[src/rtl/mult_div_unit.sv]
// Iterative 32x32 multiply/divide engine owning the HI/LO registers.
// Latency: 34 cycles start-to-done (32 RUN + 1 FIX); busy stalls EX meanwhile.
module mult_div_unit #(
  parameter int WIDTH = 32,
  parameter int CNT_W = 5
) (
  input  logic             clk,
  input  logic             reset,
  input  logic             mult_ex,
  input  logic             div_ex,
  input  logic             signed_ex,
  input  logic             mthi_ex,
  input  logic             mtlo_ex,
  input  logic             flush,
  input  logic [WIDTH-1:0] src_a,
  input  logic [WIDTH-1:0] src_b,
  output logic             busy,
  output logic             done,
  output logic             div_by_zero,
  output logic [WIDTH-1:0] res_hi,
  output logic [WIDTH-1:0] res_lo,
  output logic [WIDTH-1:0] hi_out,
  output logic [WIDTH-1:0] lo_out
);

  typedef enum logic [1:0] {
    IDLE = 2'd0,
    RUN  = 2'd1,
    FIX  = 2'd2
  } state_t;

  state_t               state, state_nxt;
  logic                 start, commit;
  logic [CNT_W-1:0]     cnt;
  logic                 is_mul, a_neg, b_neg, dz;
  logic [WIDTH-1:0]     a_raw, opb;
  logic [2*WIDTH-1:0]   acc;

  logic [WIDTH-1:0]     abs_a, abs_b;
  logic [WIDTH:0]       mul_sum;
  logic [2*WIDTH-1:0]   mul_step;
  logic [WIDTH:0]       div_top, div_trial;
  logic [2*WIDTH-1:0]   div_step;
  logic [WIDTH-1:0]     fix_hi, fix_lo;

  always_ff @(posedge clk or negedge reset) begin
    if (!reset) state <= IDLE;
    else        state <= state_nxt;
  end

  always_comb begin
    state_nxt = state;
    start     = 1'b0;
    commit    = 1'b0;
    case (state)
      IDLE: begin
        if (mult_ex || div_ex) begin
          start     = 1'b1;
          state_nxt = RUN;
        end
      end
      RUN: begin
        if (flush)             state_nxt = IDLE;
        else if (cnt == '0)    state_nxt = FIX;
      end
      FIX: begin
        commit    = !flush;
        state_nxt = IDLE;
      end
      default: state_nxt = IDLE;
    endcase
  end

  assign busy  = (state != IDLE);
  assign abs_a = (signed_ex && src_a[WIDTH-1]) ? -src_a : src_a;
  assign abs_b = (signed_ex && src_b[WIDTH-1]) ? -src_b : src_b;

  // Shift-add: upper half accumulates, multiplier bits drain out of the lower half.
  assign mul_sum  = {1'b0, acc[2*WIDTH-1:WIDTH]} + ({1'b0, opb} & {(WIDTH+1){acc[0]}});
  assign mul_step = {mul_sum, acc[WIDTH-1:1]};

  // Restoring divide: partial remainder < divisor, so a 33-bit trial never wraps.
  assign div_top   = acc[2*WIDTH-1:WIDTH-1];
  assign div_trial = div_top - {1'b0, opb};
  assign div_step  = div_trial[WIDTH] ? {acc[2*WIDTH-2:0], 1'b0}
                                      : {div_trial[WIDTH-1:0], acc[WIDTH-2:0], 1'b1};

  always_comb begin
    fix_hi = '0;
    fix_lo = '0;
    if (is_mul) begin
      {fix_hi, fix_lo} = (a_neg ^ b_neg) ? -acc : acc;
    end else if (dz) begin
      fix_hi = a_raw;
      fix_lo = '1;
    end else begin
      fix_lo = (a_neg ^ b_neg) ? -acc[WIDTH-1:0] : acc[WIDTH-1:0];
      fix_hi = a_neg ? -acc[2*WIDTH-1:WIDTH] : acc[2*WIDTH-1:WIDTH];
    end
  end

  always_ff @(posedge clk or negedge reset) begin
    if (!reset) begin
      cnt         <= '0;
      is_mul      <= 1'b0;
      a_neg       <= 1'b0;
      b_neg       <= 1'b0;
      dz          <= 1'b0;
      a_raw       <= '0;
      opb         <= '0;
      acc         <= '0;
      done        <= 1'b0;
      div_by_zero <= 1'b0;
      res_hi      <= '0;
      res_lo      <= '0;
      hi_out      <= '0;
      lo_out      <= '0;
    end else begin
      done <= 1'b0;
      if (start) begin
        cnt    <= CNT_W'(WIDTH - 1);
        is_mul <= mult_ex;
        a_neg  <= signed_ex & src_a[WIDTH-1];
        b_neg  <= signed_ex & src_b[WIDTH-1];
        dz     <= !mult_ex && (src_b == '0);
        a_raw  <= src_a;
        if (mult_ex) begin
          acc <= {{WIDTH{1'b0}}, abs_b};
          opb <= abs_a;
        end else begin
          acc <= {{WIDTH{1'b0}}, abs_a};
          opb <= abs_b;
        end
      end else if (state == IDLE) begin
        if (mthi_ex) hi_out <= src_a;
        if (mtlo_ex) lo_out <= src_a;
      end else if (state == RUN && !flush) begin
        cnt <= cnt - CNT_W'(1);
        acc <= is_mul ? mul_step : div_step;
      end else if (commit) begin
        res_hi      <= fix_hi;
        res_lo      <= fix_lo;
        hi_out      <= fix_hi;
        lo_out      <= fix_lo;
        done        <= 1'b1;
        div_by_zero <= !is_mul && dz;
      end
    end
  end

endmodule

[config.mk]
export PLATFORM = sky130hd
export DESIGN_NAME = mult_div_unit
export DESIGN_NICKNAME = d
export VERILOG_FILES = /design/src/rtl/mult_div_unit.sv
export SDC_FILE = /design/constraint.sdc
export NUM_CORES = 1
export LEC_CHECK = 0
export ABC_AREA = 0
export BUFFER_PORTS_ARGS = -buffer_cell sky130_fd_sc_hd__buf_2
export CAP_MARGIN = 15
export CORE_MARGIN = 5
export CORE_UTILIZATION = 61
export CTS_CLUSTER_SIZE = 16
export DETAILED_ROUTE_END_ITERATION = 6
export PLACE_DENSITY = 0.89
export SLEW_MARGIN = 20
export SYNTH_ARGS = -nofsm -noshare
export SYNTH_HDL_FRONTEND = slang
export SYNTH_SLANG_ARGS = --single-unit
[constraint.sdc]
create_clock -name clk -period 5 [get_ports clk]
set_clock_uncertainty 0.05 [all_clocks]
set_input_delay 0.75 -clock clk [delete_from_list [all_inputs] [get_ports clk]]
set_output_delay 0.75 -clock clk [all_outputs]
set_load 0.005 [all_outputs]
-- Word-level counts from Yosys, hierarchy flattened
Index checks and enable logic that the tools add are counted.
- register bits after elaboration: 269
- input port bits: 72
- output and inout bits: 131
- logic and storage cells: 96
- add/subtract/negate cells: 8
- equal/unequal tests: 8
- multiplexer cells: 38
- bitwise gates (word level): 7
- reductions and logical operators: 20
- operator list (kind ; count):
    2-to-1 mux 32 bit ; 18
    2-to-1 mux 64 bit ; 6
    negator 32 bit ; 4
    negator 64 bit ; 1
    adder 32 x 33 -> 33 bit ; 1
    AND 32 x 33 -> 33 bit ; 1
    subtractor 33 x 32 -> 33 bit ; 1
    logical NOT 32 bit ; 1
    2-to-1 mux 5 bit ; 3
    AND reduction 4 bit ; 3
    inequality test 2 bit, second input constant ; 5
    2-to-1 mux 1 bit ; 7
    2-to-1 mux 2 bit ; 3
    nonzero test 2 bit ; 3
    logical AND 1 bit ; 5
    logical NOT 5 bit ; 1
    subtractor 5 x 1 -> 5 bit, second input constant ; 1
    case mux 2 bit (2 select lines) ; 1
    AND reduction 2 bit ; 2
    logical NOT 1 bit ; 3
    inequality test 3 bit, second input constant ; 1
    NOT 1 bit ; 3
    AND 1 bit ; 2
    equality test 2 x 1 -> 1 bit, second input constant ; 1
    other kinds (4) ; 4

-- Longest topological paths before layout
Gate-level depths: netlist of run 1.
- depth after elaboration: 7
- depth in mapped cells: 15

-- Worst setup path before layout of run 1
OpenSTA, ideal clock, no wires.
- path kind: flip-flop to flip-flop
- start: register acc[0]
- end: register acc[58]
- library setup time: 0.122 ns
- arrival: 3.330 ns
- required time: 4.828 ns
- setup slack: 1.499 ns
- stages on the path, launching flop included: 15
- path buffers: 1
- clock period less this slack: 3.501 ns
- cell sequence: dfrtp_1 > inv_1 > clkbuf_1 > nor2_1 > ha_1 > and2_1 > a221oi_1 > a211o_1 > nand2_1 > a221oi_2 > o21ai_0 > a2111oi_0 > or3_1 > nand3_1 > a32o_1
- longest elaborated chain between the ends: 6
- ends and longest elaborated chain (what ; RTL line ; text):
    start, declared ; 37 ; logic [2*WIDTH-1:0] acc;
    start signal, assigned ; 128 ; acc <= {{WIDTH{1'b0}}, abs_b};
    start signal, assigned ; 131 ; acc <= {{WIDTH{1'b0}}, abs_a};
    start signal, assigned ; 139 ; acc <= is_mul ? mul_step : div_step;
    AND 32 x 33 -> 33 bit ; 79 ; assign mul_sum = {1'b0, acc[2*WIDTH-1:WIDTH]} + ({1'b0, opb} & {(WIDTH+1){acc[0]}});
    adder 32 x 33 -> 33 bit ; 79 ;
    2-to-1 mux 64 bit ; 139 ;
    2-to-1 mux 64 bit ; 137 ; end else if (state == RUN && !flush) begin
    2-to-1 mux 64 bit ; 134 ; end else if (state == IDLE) begin
    2-to-1 mux 64 bit ; 120 ; if (start) begin
Every way passes these cells. The select of a mux whose other input is x is not followed.
A chain may end at the register's enable or synchronous reset.

-- Worst setup path in the final report of run 1
- start: register acc[31]
- end: register acc[33]
- longest elaborated chain between the ends: 6
- ends and longest elaborated chain (what ; RTL line ; text):
    subtractor 33 x 32 -> 33 bit ; 84 ; assign div_trial = div_top - {1'b0, opb};
    2-to-1 mux 64 bit ; 85 ; assign div_step = div_trial[WIDTH] ? {acc[2*WIDTH-2:0], 1'b0}
    2-to-1 mux 64 bit ; 139 ;
    2-to-1 mux 64 bit ; 137 ;
    2-to-1 mux 64 bit ; 134 ;
    2-to-1 mux 64 bit ; 120 ;
Every way passes these cells. The select of a mux whose other input is x is not followed.

==> metrics.txt, run 1 <==
Setup CP Type=reg -> reg; Clock Sinks=269; IO Count=203; Worst Hold Class=in -> async; area share of the largest cell type after synthesis=about a third; Slew Viols, Final=0; Crit path arrival time=roughly 4600 ps; post-synthesis net count=2559; share of cells above drive strength 1=~14%; pin count of the biggest net entering global routing=104; worst-margin pin slew=roughly 1100 ps; clk_lat worst skew=590 ps; Lkg Pwr=about 10 nW; Yosys reg bits=between 200 and 300; chip height=roughly 190 um; relative slew slack=28.5%; most frequent CP cell=a211o_1; wirelength, routed=between 70000 and 80000 um; most common cell in the synthesized netlist=nand2_1; hpwl dp=about 54000 um; number of global-route vias before repair=slightly below 20k; Initial Util=between 60% and 70%; Remaining DRCs=0; setup bufs post-CTS=0; register area share after synthesis=roughly a third; asr flop ratio synth=100%; # fillers=between 2k and 2.5k; All-Layer GR Usage=39.7%; Die Area=about 0.036 mm^2; mapped cell area=roughly 0.02 mm^2; Core Area=0.0316 mm^2; Synth Flop Type=dfrtp_1; max incr delay on CP=~470 ps; Clk pin slew, worst setup/hold paths=70 ps; Max IR drop VDD=0.371 mV; crit-path cells=inv_1 -> ha_1 -> fa_1 -> nand2b_1 -> a211o_1 -> a211oi_1 -> a21o_1 -> or2_2 -> a21oi_1 -> a211o_1 -> nand3_1 -> buf_4 -> mux2i_1 -> a221o_1; critical path launch point type=flip-flop; Mapped Cells=approximately 2.4k; Final Net Count=approximately 2.7k; top post-synthesis cells by area=dfrtp_1 35%, nand2_1 6.6%, o21ai_0 6.1%; hold buffers post-CTS=0; EDFF count, synth=0; min Tclk post-route=roughly 4200 ps; final worst path period share=a little over four fifths; Area growth syn-to-layout=12.1%; die width=between 150 and 200 um; initial antenna violation count=1; Gates resized, CTS repair=0; most frequent cells after synthesis=341 x nand2_1, 269 x dfrtp_1, 249 x nor2_1; Max Cap Violations=0; vias per std cell=approximately 6.9; number of port buffers=202; Final Wtd Congestion=roughly 1.0; Critical Path Sink Type=flip-flop; # rows=65; fmax=roughly 240 MHz; dominant cell type by area after synthesis=dfrtp_1; Post-Syn Area per Cell=a little over 8 um^2; TritonCTS buffer count=28; Antenna Violating Nets Remaining=0; total grt overflow=0; slowest CP cell=a211o_1; PwrDens=approximately 640 mW/mm^2; synth warn=0; clk root buf=clkbuf_16; setup TNS=0 ps; final hold vios=0; CP Max Fanout=12; Finished Core Util=between 60 and 70%; FF/Latch Area=a little under 0.007 mm^2; Final setup viols=0; vias after detailed routing=just over 20k; Avg WL per Cell=between 20 and 25 um; H-tree level count=1; initial drt markers=between 2k and 3k; DRT Pass-1 Iters=6; first-pass GRT wire length=about 110000 um; CTS max path bufs=3; area of the multi-input gates=around 0.012 mm^2; Distinct cells, synth=84; CP required=about 5400 ps; unrepaired setup endpoints after global routing=false; TritonCTS clock tree=yes; status=finished, final reports clean
## layout by cell type, fill, tap and decap left out, types with 11 or more instances in the layout
cell type	instances
xor2_1	79
nand3_1	28
nor4_1	11
o221ai_1	25
o31ai_1	29
nand2_1	339
buf_4	45
o22ai_1	28
a21o_1	55
nand4_1	15
a221oi_1	15
clkbuf_16	28
a211oi_1	35
buf_2	201
inv_1	66
o21a_1	17
nand2b_1	18
o21ai_0	237
o211ai_1	12
o41ai_1	11
and3_1	12
nor2_1	246
or4_1	13
ha_1	70
and2_1	12
a22oi_1	22
mux2_2	27
dfrtp_1	268
a31oi_1	24
xnor2_1	98
a21oi_1	181
or3_1	24
mux2i_1	54
nor3_1	31
## power by group
group / switching, mW / internal [mW] / leakage (nW)
logic: 4.92 / 3.02 / 6.24
clock network: 0.975 / 1.37 / 0.493
registers: 0.918 / 2.84 / 3.42
total: 6.81 / 7.23 / 10.1
## layer usage
layer	track usage, %	up-vias	wire [um]
met5	0	-	7
met4	25.8	2	6250
met2	57.5	1641	30100
met3	11.6	347	10600
li1	-	8876	-
met1	51.8	9532	26200
## final timing paths
| check | from | end | slack [ps] | depth (start not counted) |
|---|---|---|---|---|
| max reg2reg | acc[31] | acc[33] | 820 | 14 |
| min reg2reg | lo_out[16] | lo_out[16] | 420 | 1 |
| min | reset | hi_out[17] | 130 | 1 |
| min in group clk | src_a[22] | a_raw[22] | 400 | 3 |
| max in group asynchronous | reset | lo_out[20] | 3570 | 2 |
| max | acc[31] | acc[33] | 820 | 14 |
## layout make-up
cell class	instances	share of cell area (%)
clock inverters	20	1.28
well taps	402	2.30
diodes	1	0.0114
repair buffers	248	6.31
inverters	69	1.18
flip-flops and latches	269	30.8
clock buffers	31	3.35
multi-input cells	1917	54.8
## worst max-delay path, delay by kind of cell (launching register included)
kind | cells | cell delay (ps)
AOI/OAI and AO/OA | 6 | 1610
DFF | 1 | 430
and+or+nand+nor | 3 | 730
buffers and inverters | 2 | 460
muxes | 1 | 100
adders and majority gates | 2 | 650
## metrics by stage
stage | hold slack (ps) | instance area, um^2 | setup slack [ps] | total power, mW | cells
6_report | 126 | 21900 | 822 | 14.0 | 2957
3_3_place_gp | 404 | 20800 | 1080 | 11.1 | 2905
4_1_cts | 163 | 21900 | 900 | 13.7 | 2956
5_1_grt | 194 | 21900 | 618 | 14.7 | 2956
2_1_floorplan | 387 | 19500 | 1500 | 8.81 | 2415
3_5_place_dp | 410 | 20800 | 947 | 11.3 | 2905
## flip-flops by register name, indices dropped and copies added (netlist names), 2 cells and up
signal and cells:
hi_out 32, acc 64, a_raw 32, opb 32, state 2, res_hi 32, res_lo 32, lo_out 32
cnt 5
## cells by family (layout without fill, tap and decap cells)
| kind of cell | count (synthesis) | count (layout) | synth area share, % |
|---|---|---|---|
| AOI/OAI and AO/OA | 773 | 773 | 25.0 |
| xor gates and xnor gates | 179 | 179 | 8.04 |
| adders and majority gates | 72 | 72 | 4.70 |
| buffers and inverters | 229 | 368 | 4.54 |
| DFF | 269 | 269 | 34.5 |
| muxes | 81 | 81 | 4.33 |
| other | 0 | 1 | 0 |
| and+or+nand+nor | 812 | 812 | 18.9 |
(Power assumes the default switching activity.)
==> run 2: changes to the inputs <==
clock period = 4.3 ns   (was 5 ns; I/O delays follow)
==> run 2 against run 1 <==
Register-to-register slack lost 530 ps. Combinational power is 17% higher. Wire length grew 0.15%. Flip-flop and latch count stayed put. Highest routed layer unchanged. Worst setup slack worse by 530 ps. Sequential power is 16% higher. Clock power up 9.4%. Non-clock buffer count up 13. Clock-buffer cell count up 7. Via count down 1.1%. Final cell count increased by 0.44%. Maximum frequency increased by 4.4%.
==> metrics.txt, run 2 (synthesis gave the netlist of run 1 again) <==
share of cells above drive strength 1=14.8% (+0.28 points); TritonCTS clock tree=yes; CTS max path bufs=3 (unchanged); H-tree level count=1 (unchanged); number of global-route vias before repair=19.1k (-1.2%); IO Count=203 (unchanged); clk_lat worst skew=590 ps (about the same); die width=189 um (unchanged); Clock Sinks=269 (unchanged); commonest cells after routing, fill and taps aside=339 x nand2_1, 268 x dfrtp_1, 246 x nor2_1; Clk pin slew, worst setup/hold paths=60 ps (about the same); Crit path arrival time=4430 ps (-160 ps); most common cell after layout, fill and taps aside=nand2_1; # rows=65 (unchanged); Die Area=0.0356 mm^2 (unchanged); design area=0.0219 mm^2 (+0.22%); hold buffers post-CTS=0 (unchanged); PwrDens=741 mW/mm^2 (+15%); relative slew slack=30.0% (+1.5 points); Final Wtd Congestion=1.03 (-1.5%); chip height=189 um (unchanged); placed standard-cell area=0.0210 mm^2 (+0.53%); reg2reg end=acc[58]; initial drt markers=2516 (-10%); Setup CP Type=reg -> reg; Final setup viols=0 (unchanged); CP Launch Point=acc[0]; Worst Hold Class=in -> async; vias per std cell=6.79 (-1.6%); hpwl dp=55200 um (+2.3%); Reg2Reg Setup Slack=300 ps (-530 ps); Remaining DRCs=0 (unchanged); Core Area=0.0316 mm^2 (unchanged); worst r2r path cells=13 (-1); Max IR drop VDD=0.436 mV (+17%); critical path launch point type=flip-flop; fmax=250 MHz (+4.4%); number of port buffers=202 (unchanged); first-pass GRT wire length=112000 um (+0.61%); Max Cap Violations=0 (unchanged); unrepaired setup endpoints after global routing=false; final worst path period share=93.1% (+9.5 points); final hold vios=0 (unchanged); vias after detailed routing=20.2k (-1.1%); All-Layer GR Usage=39.8% (+0.11 points); Avg WL per Cell=24.7 um (-0.29%); Initial Util=61.8% (unchanged); CP Max Fanout=10 (-2); CP required=4720 ps (-690 ps); reg2reg start=acc[0]; register with the most flip-flops=acc; total grt overflow=0 (unchanged); TritonCTS buffer count=29 (+3.6%); Antenna Violating Nets Remaining=0 (unchanged); wirelength, routed=73300 um (+0.15%); status=finished, final reports clean; Critical Path Sink Type=flip-flop; DRT Pass-1 Iters=6 (unchanged); setup TNS=0 ps (unchanged); min Tclk post-route=4000 ps (-174 ps); Area growth syn-to-layout=12.4%; Final Net Count=2691 (+0.52%); Lkg Pwr=10.2 nW (+0.37%); Slew Viols, Final=0 (unchanged); max reg flops=64 (unchanged); worst-margin pin slew=1050 ps (-22.5 ps); pin count of the biggest net entering global routing=93 (-11%); initial antenna violation count=2 (+1); clk root buf=clkbuf_16; # fillers=2560 (+3.0%)
-- run 2: what timing repair did --
action	4_1_cts	5_1_grt
resized for setup	0	1
endpoints found under the setup margin	0	1
setup buffers	0	0
-- run 2: area by class of cell --
type                            count  area, um^2  area share [%]
Clock inverter                     13         150           0.685
Antenna cell                        1        2.50          0.0114
Inverter                           69         259            1.18
Tap cell                          402         503            2.30
Multi-Input combinational cell   1917       12000            54.6
Timing Repair Buffer              261        1490            6.80
Clock buffer                       38         800            3.65
Sequential cell                   269        6740            30.7
-- run 2: worst max-delay path by stage --
stage,end,slack (ps),cells past startpoint
final,acc[58],300,13
after CTS,acc[58],360,13
after floorplan,acc[58],800,14
after global placement,acc[58],480,13
after detailed placement,acc[58],360,13
after global routing,acc[58],30,13
-- run 2: routing by layer --
metal / track usage, % / share of wire (%) / vias up / wire [um]
met5: 0 / 0.029 / - / 21
met4: 21.7 / 6.7 / 4 / 4940
met3: 9.32 / 12 / 250 / 9140
met2: 60.0 / 43 / 1421 / 31200
met1: 53.2 / 38 / 9585 / 28000
li1: - / - / 8905 / -
-- run 2: worst max-delay path, stage by stage, from the launching register on --
cell and delay [ps]:
dfrtp_1 460, inv_1 330, buf_4 260, buf_4 160
nor2_1 60, ha_1 360, and3_1 250, a221o_1 360
a221oi_2 330, o21ai_0 270, a2111oi_1 490, or3_1 160
nand3_1 70, a32o_1 280
-- run 2: stage by stage --
step / total power, mW / util (%) / setup WS, ps / std cells / hold WS [ps]
finish: 16.2 / 69.4 / 296 / 2970 / 22.5
global route: 17.1 / 69.4 / 29.0 / 2969 / 93.1
CTS: 15.9 / 69.4 / 355 / 2969 / 64.1
detailed placement: 13.3 / 66.4 / 365 / 2918 / 410
global placement: 13.0 / 66.4 / 475 / 2918 / 403
floorplan: 10.2 / - / 799 / 2415 / 299
-- run 2: power by group --
part	switching (mW)	internal, mW	total (mW)
logic	5.75	3.57	9.32
registers	1.05	3.30	4.35
clock network	1.13	1.44	2.56
